### config.mk
export PLATFORM = sky130hd
export DESIGN_NAME = imm_decode_stage
export DESIGN_NICKNAME = d
export VERILOG_FILES = /design/src/rtl/imm_pkg.sv /design/src/rtl/imm_lane_dec.sv /design/src/rtl/imm_decode_stage.sv
export SDC_FILE = /design/constraint.sdc
export NUM_CORES = 1
export LEC_CHECK = 0
export ABC_AREA = 1
export BUFFER_PORTS_ARGS = -buffer_cell sky130_fd_sc_hd__buf_2
export CAP_MARGIN = 20
export CORE_AREA = 4 4 242 244
export CTS_CLUSTER_DIAMETER = 50
export DETAILED_ROUTE_END_ITERATION = 10
export DIE_AREA = 0 0 246 248
export SLEW_MARGIN = 20
export SYNTH_ARGS = -nofsm -noshare
export SYNTH_HDL_FRONTEND = slang
export SYNTH_SLANG_ARGS = --single-unit
### constraint.sdc
create_clock -name clk -period 3.1 [get_ports clk]
set_input_delay 0 -clock clk [delete_from_list [all_inputs] [get_ports clk]]
set_output_delay 0 -clock clk [all_outputs]
set_load 0.02 [all_outputs]
### src/rtl/imm_pkg.sv
// Immediate formats, RV opcodes and the shared per-instruction immediate decoder.
// Immediates are produced at 64 bits; narrower datapaths keep the low XLEN bits.
package imm_pkg;

   typedef enum logic [2:0] {
      FMT_NONE = 3'd0,
      FMT_I    = 3'd1,
      FMT_S    = 3'd2,
      FMT_B    = 3'd3,
      FMT_U    = 3'd4,
      FMT_J    = 3'd5,
      FMT_SH   = 3'd6
   } imm_fmt_t;

   typedef enum logic [1:0] {
      ST_EMPTY = 2'd0,
      ST_ONE   = 2'd1,
      ST_FULL  = 2'd2
   } skid_state_t;

   localparam logic [6:0] OPC_LOAD      = 7'b0000011;
   localparam logic [6:0] OPC_JALR      = 7'b1100111;
   localparam logic [6:0] OPC_OP_IMM    = 7'b0010011;
   localparam logic [6:0] OPC_OP_IMM_32 = 7'b0011011;
   localparam logic [6:0] OPC_STORE     = 7'b0100011;
   localparam logic [6:0] OPC_BRANCH    = 7'b1100011;
   localparam logic [6:0] OPC_LUI       = 7'b0110111;
   localparam logic [6:0] OPC_AUIPC     = 7'b0010111;
   localparam logic [6:0] OPC_JAL       = 7'b1101111;

   typedef struct packed {
      logic [63:0] imm;
      imm_fmt_t    fmt;
      logic        illegal;
   } imm_dec_t;

   function automatic imm_dec_t imm_decode(input logic [31:0] instr, input logic xlen64);
      imm_dec_t    r;
      logic        is_shift;
      logic [63:0] i_imm;
      logic [63:0] s_imm;
      logic [63:0] b_imm;
      logic [63:0] u_imm;
      logic [63:0] j_imm;
      r.imm     = '0;
      r.fmt     = FMT_NONE;
      r.illegal = 1'b0;
      is_shift  = (instr[13:12] == 2'b01);
      i_imm = {{52{instr[31]}}, instr[31:20]};
      s_imm = {{52{instr[31]}}, instr[31:25], instr[11:7]};
      b_imm = {{52{instr[31]}}, instr[7], instr[30:25], instr[11:8], 1'b0};
      u_imm = {{32{instr[31]}}, instr[31:12], 12'b0};
      j_imm = {{44{instr[31]}}, instr[19:12], instr[20], instr[30:21], 1'b0};
      case (instr[6:0])
         OPC_LOAD, OPC_JALR: begin r.fmt = FMT_I; r.imm = i_imm; end
         OPC_OP_IMM: begin
            if (!is_shift) begin
               r.fmt = FMT_I;
               r.imm = i_imm;
            end else if (xlen64) begin
               r.fmt = FMT_SH;
               r.imm = {58'd0, instr[25:20]};
            end else begin
               r.fmt     = FMT_SH;
               r.imm     = {59'd0, instr[24:20]};
               r.illegal = instr[25];
            end
         end
         // Word-sized shifts always take a 5-bit shamt, even on RV64.
         OPC_OP_IMM_32: begin
            if (xlen64 && is_shift) begin
               r.fmt     = FMT_SH;
               r.imm     = {59'd0, instr[24:20]};
               r.illegal = instr[25];
            end else if (xlen64) begin
               r.fmt = FMT_I;
               r.imm = i_imm;
            end
         end
         OPC_STORE:          begin r.fmt = FMT_S; r.imm = s_imm; end
         OPC_BRANCH:         begin r.fmt = FMT_B; r.imm = b_imm; end
         OPC_LUI, OPC_AUIPC: begin r.fmt = FMT_U; r.imm = u_imm; end
         OPC_JAL:            begin r.fmt = FMT_J; r.imm = j_imm; end
         default:            ;
      endcase
      return r;
   endfunction

endpackage

### src/rtl/imm_lane_dec.sv
// One lane: immediate/format decode plus the PC-relative target adder.
// Purely combinational; feeds the skid buffer registers in the top level.
module imm_lane_dec
   import imm_pkg::*;
#(
   parameter int XLEN = 32
) (
   input  logic [31:0]     instr_i,
   input  logic [XLEN-1:0] pc_i,
   output logic [XLEN-1:0] imm_o,
   output logic [2:0]      fmt_o,
   output logic [XLEN-1:0] target_o,
   output logic            illegal_o
);

   imm_dec_t dec;

   always_comb dec = imm_decode(instr_i, XLEN == 64);

   assign imm_o     = dec.imm[XLEN-1:0];
   assign fmt_o     = dec.fmt;
   assign illegal_o = dec.illegal;
   assign target_o  = pc_i + imm_o;

endmodule

### src/rtl/imm_decode_stage.sv
// Issue-group immediate decode stage: per-lane decoders ahead of a 2-entry skid buffer.
// Outputs always present MAIN; in_ready is registered so out_ready never reaches it combinationally.
module imm_decode_stage
   import imm_pkg::*;
#(
   parameter int LANES = 2,
   parameter int XLEN  = 32
) (
   input  logic                  clk,
   input  logic                  rst_n,
   input  logic                  flush,
   input  logic                  in_valid,
   output logic                  in_ready,
   input  logic [LANES-1:0]      in_lane_vld,
   input  logic [LANES*32-1:0]   in_instr,
   input  logic [LANES*XLEN-1:0] in_pc,
   output logic                  out_valid,
   input  logic                  out_ready,
   output logic [LANES-1:0]      out_lane_vld,
   output logic [LANES*XLEN-1:0] out_imm,
   output logic [LANES*3-1:0]    out_fmt,
   output logic [LANES*XLEN-1:0] out_target,
   output logic [LANES-1:0]      out_illegal
);

   localparam int ENTRY_W = LANES * (2 * XLEN + 5);

   logic [LANES*XLEN-1:0] dec_imm;
   logic [LANES*3-1:0]    dec_fmt;
   logic [LANES*XLEN-1:0] dec_target;
   logic [LANES-1:0]      dec_illegal;
   logic [ENTRY_W-1:0]    dec_entry;

   for (genvar g = 0; g < LANES; g++) begin : g_lane
      imm_lane_dec #(.XLEN(XLEN)) u_dec (
         .instr_i   (in_instr[32*g +: 32]),
         .pc_i      (in_pc[XLEN*g +: XLEN]),
         .imm_o     (dec_imm[XLEN*g +: XLEN]),
         .fmt_o     (dec_fmt[3*g +: 3]),
         .target_o  (dec_target[XLEN*g +: XLEN]),
         .illegal_o (dec_illegal[g])
      );
   end

   assign dec_entry = {in_lane_vld, dec_imm, dec_fmt, dec_target, dec_illegal};

   skid_state_t        state_q, state_d;
   logic [ENTRY_W-1:0] main_q, main_d;
   logic [ENTRY_W-1:0] skid_q, skid_d;
   logic               out_vld_q;
   logic               in_rdy_q;
   logic               accept;
   logic               drain;

   assign accept = in_valid & in_rdy_q;
   assign drain  = out_vld_q & out_ready;

   always_comb begin
      state_d = state_q;
      main_d  = main_q;
      skid_d  = skid_q;
      case (state_q)
         ST_EMPTY: begin
            if (accept) begin
               main_d  = dec_entry;
               state_d = ST_ONE;
            end
         end
         ST_ONE: begin
            if (accept && drain) begin
               main_d = dec_entry;
            end else if (accept) begin
               skid_d  = dec_entry;
               state_d = ST_FULL;
            end else if (drain) begin
               state_d = ST_EMPTY;
            end
         end
         ST_FULL: begin
            if (drain) begin
               main_d  = skid_q;
               state_d = ST_ONE;
            end
         end
         default: state_d = ST_EMPTY;
      endcase
      // A group accepted on the flush edge may have landed in MAIN/SKID; EMPTY hides it.
      if (flush) state_d = ST_EMPTY;
   end

   always_ff @(posedge clk or negedge rst_n) begin
      if (!rst_n) begin
         state_q   <= ST_EMPTY;
         main_q    <= '0;
         skid_q    <= '0;
         out_vld_q <= 1'b0;
         in_rdy_q  <= 1'b1;
      end else begin
         state_q   <= state_d;
         main_q    <= main_d;
         skid_q    <= skid_d;
         out_vld_q <= (state_d != ST_EMPTY);
         in_rdy_q  <= (state_d != ST_FULL);
      end
   end

   assign out_valid = out_vld_q;
   assign in_ready  = in_rdy_q;
   assign {out_lane_vld, out_imm, out_fmt, out_target, out_illegal} = main_q;

endmodule

==> out/metrics.yaml <==
run_status:
  outcome: "finished clean"
global_routing:
  grt_start_max_net_pins: 211
  track_usage_pct: 19.60
  grt_first_pass_wirelength_mm: 93.64
  grt-ovfl-total: 0
  grt_pass1_vias: 16240
  antenna_found_initial: 2
clock_tree:
  cts.sinks: 280
  cts_tree: "built"
  cts_buffers: 40
  htree_num_levels: 2
  max-clock-path-buffers: 3
  clkSlewWorstSetupHoldPaths_ns: 0.05
  clk_root_buffer_cell: "clkbuf_16"
  clock_latency_ns: 0.58
floorplan:
  die_h_um: 248
  initial_utilization_pct: 29.77
  die-area_um2: 61010
  design.portCount: 275
  core_um2: 56280
  die_w_um: 246
  rows: 87
placement:
  gp_congestion: 0.9305
  port_buffers: 274
  dp_cells: 3402
  dpl-instance-area_um2: 19120
  post-dp-hpwl_mm: 44.97
  pre_cts_ws_ns: -0.006459
power_and_ir_drop:
  irDropWorstVdd_v: 0.0003798
  p_leak_nw: 11.71
  pwr_density_cell_nw_per_um2: 775.7
  pwr-share-seq_pct: 34.9
  power_mw: 16.55
  pwr-share-comb_pct: 36.8
  clkPwrFrac_pct: 28.3
  internal_power_mw: 9.916
  swShare_pct: 40.09
  p_sw_mw: 6.636
setup_path:
  worstSetupStartpointType: "input port"
  path_max_fanout: 5
  crit_arrival_ns: 3.33
  reg2reg_depth: 5
  crit_required_ns: 3.54
  crit_type: "input port to flip-flop"
  crit_path_end_kind: "flip-flop"
route:
  firstDrtPassIters: 6
  drt_iter0_drc: 1085
  drc: 0
  num_vias: 16630
  drt-total-wl_mm: 60.51
  routed_via_density: 4.680
  ant_nets: 0
  wire_per_inst_um: 17.03
sta:
  relSlewSlack_pct: 31.82
  fin_worst_skew_ns: 0.03654
  drv_slew: 0
  fmax_ghz: 0.3453
  finalSetupViolations: 0
  finalSetupTns_ns: 0
  worst_pin_slew_ns: 1.023
  worst_slack_ns: 0.2038
  min_period_over_period_pct: 93.43
  rsz0062_at_grt: "true"
  min_period_ns: 2.896
  hold_viol_final: 0
  timing.hold.ws_ns: 0.01124
worst_hold_path:
  holdPathStages: 5
  hold_path_class: "input port to flip-flop"
synth:
  yosysTopAreaCell: "dfrtp_1"
  syn_nets: 2618
  synth_top_area_share_pct: 41.67
  synth.cell_area_um2: 16750
  ys_seq_elements: 280
  yosys.cell_types.count: 36
  ys_warn_count: 0
  yosysSeqAreaShare_pct: 41.83
  synthFlopType: "dfrtp_1"
  async_reset_ff_share_pct: 100.0
  synth-edff-count: 0
  synthTopCellsByArea: "dfrtp_1, nand2_1, inv_1"
  netlist_instances: 2419
  syn_area_per_cell_um2: 6.926
job:
  maxCapViolations: 0
final_layout:
  final_cell_mix: "nand2_1, inv_1, dfrtp_1"
  drive_gt1_share_pct: 15.05
  syn_to_final_growth_pct: 27.36
  utilization_pct: 37.92
  final_common_cell: "nand2_1"
  fin_area_um2: 21340
  final_cell_count_no_fill: 3554
  regArea_um2: 7008
  multiInputGateArea_um2: 8388
  fillers: 6025
  nNetsFinal: 2965
-- per-layer routing --
layer  track usage [%]  vias up  share of wire (%)
met2             33.96      473                 48
met3             3.328       99                5.9
met4             5.623        2                2.7
li1                  -     8398                  -
met5                 0        -              0.021
met1             25.25     7659                 44
-- flip-flops by register name, indices dropped and copies added (netlist names) --
| register | flops |
|---|---|
| skid_q | 138 |
| in_ready | 1 |
| main_q | 138 |
| state_q | 2 |
| out_valid | 1 |
-- Yosys cell counts, drive strengths merged, types with 3 or more instances --
cell,number
a21o,5
a21oi,212
a22o,5
a31oi,32
buf,51
clkbuf,40
dfrtp,279
ha,62
inv,287
nand2,867
nand3,90
nor2,192
nor3,12
o21a,13
o21ai,207
o21bai,14
or2,3
xnor2,11
xor2,16
-- logic make-up after synthesis --
family | synth area share (%)
buf+inv | 8.857
xor+xnor | 1.411
flops | 41.83
fa+ha+maj | 4.869
compound gates | 15.72
simple gates | 27.32
-- final timing paths --
check                                         from                       to  slack, ns
hold / removal                           in_pc[46]   skid_q[48]$_DFFE_PN0P_       0.01
max in group asynchronous                    rst_n  skid_q[116]$_DFFE_PN0P_       2.12
hold reg to reg            skid_q[137]$_DFFE_PN0P_  skid_q[137]$_DFFE_PN0P_       0.47
setup / recovery                       in_instr[6]   main_q[30]$_DFFE_PN0P_       0.20
min in group asynchronous                    rst_n   main_q[95]$_DFFE_PN0P_       0.03
setup reg to reg                in_ready$_DFF_PN1_   skid_q[76]$_DFFE_PN0P_       0.43
-- worst max-delay path, cell delays in order --
cell           delay, ns
dlygate4sd3_1       0.55
buf_2               0.18
inv_1               0.07
nor2_1              0.20
nand2_1             0.12
nand2_1             0.12
nor2_1              0.08
o32ai_2             0.21
ha_2                0.25
inv_1               0.05
fa_1                0.39
nand3b_1            0.18
nand2_2             0.11
nand2_1             0.07
nand2_2             0.12
nand2_1             0.09
nand2_2             0.11
nand2_1             0.08
nand3_1             0.10
nand3_1             0.08
nand2_1             0.10
nand2_1             0.06
-- power by group through the flow --
stage | logic (mW) | clock network, mW | registers, mW
after CTS | 6.24 | 4.81 | 5.78
after global routing | 6.82 | 4.95 | 5.94
after global placement | 6.09 | 0 | 5.80
final | 6.09 | 4.69 | 5.77
after floorplan | 2.87 | 0 | 6.68
after detailed placement | 6.12 | 0 | 5.82
-- final cells by class --
type,instances,share of cell area (%)
multi-input cells,1759,39.31
repair buffers,396,12.01
diodes,1,0.01173
inverters,289,5.084
well taps,756,4.433
clock buffers,58,5.342
clock inverters,15,0.9733
flip-flops and latches,280,32.84
-- what timing repair did --
item / CTS / global route
resized for setup: 0 / 30
setup buffers: 0 / 2
hold buffers: 76 / 0
setup endpoints to repair: 0 / 60
hold endpoints to repair: 219 / 0
(Power assumes the default switching activity.)
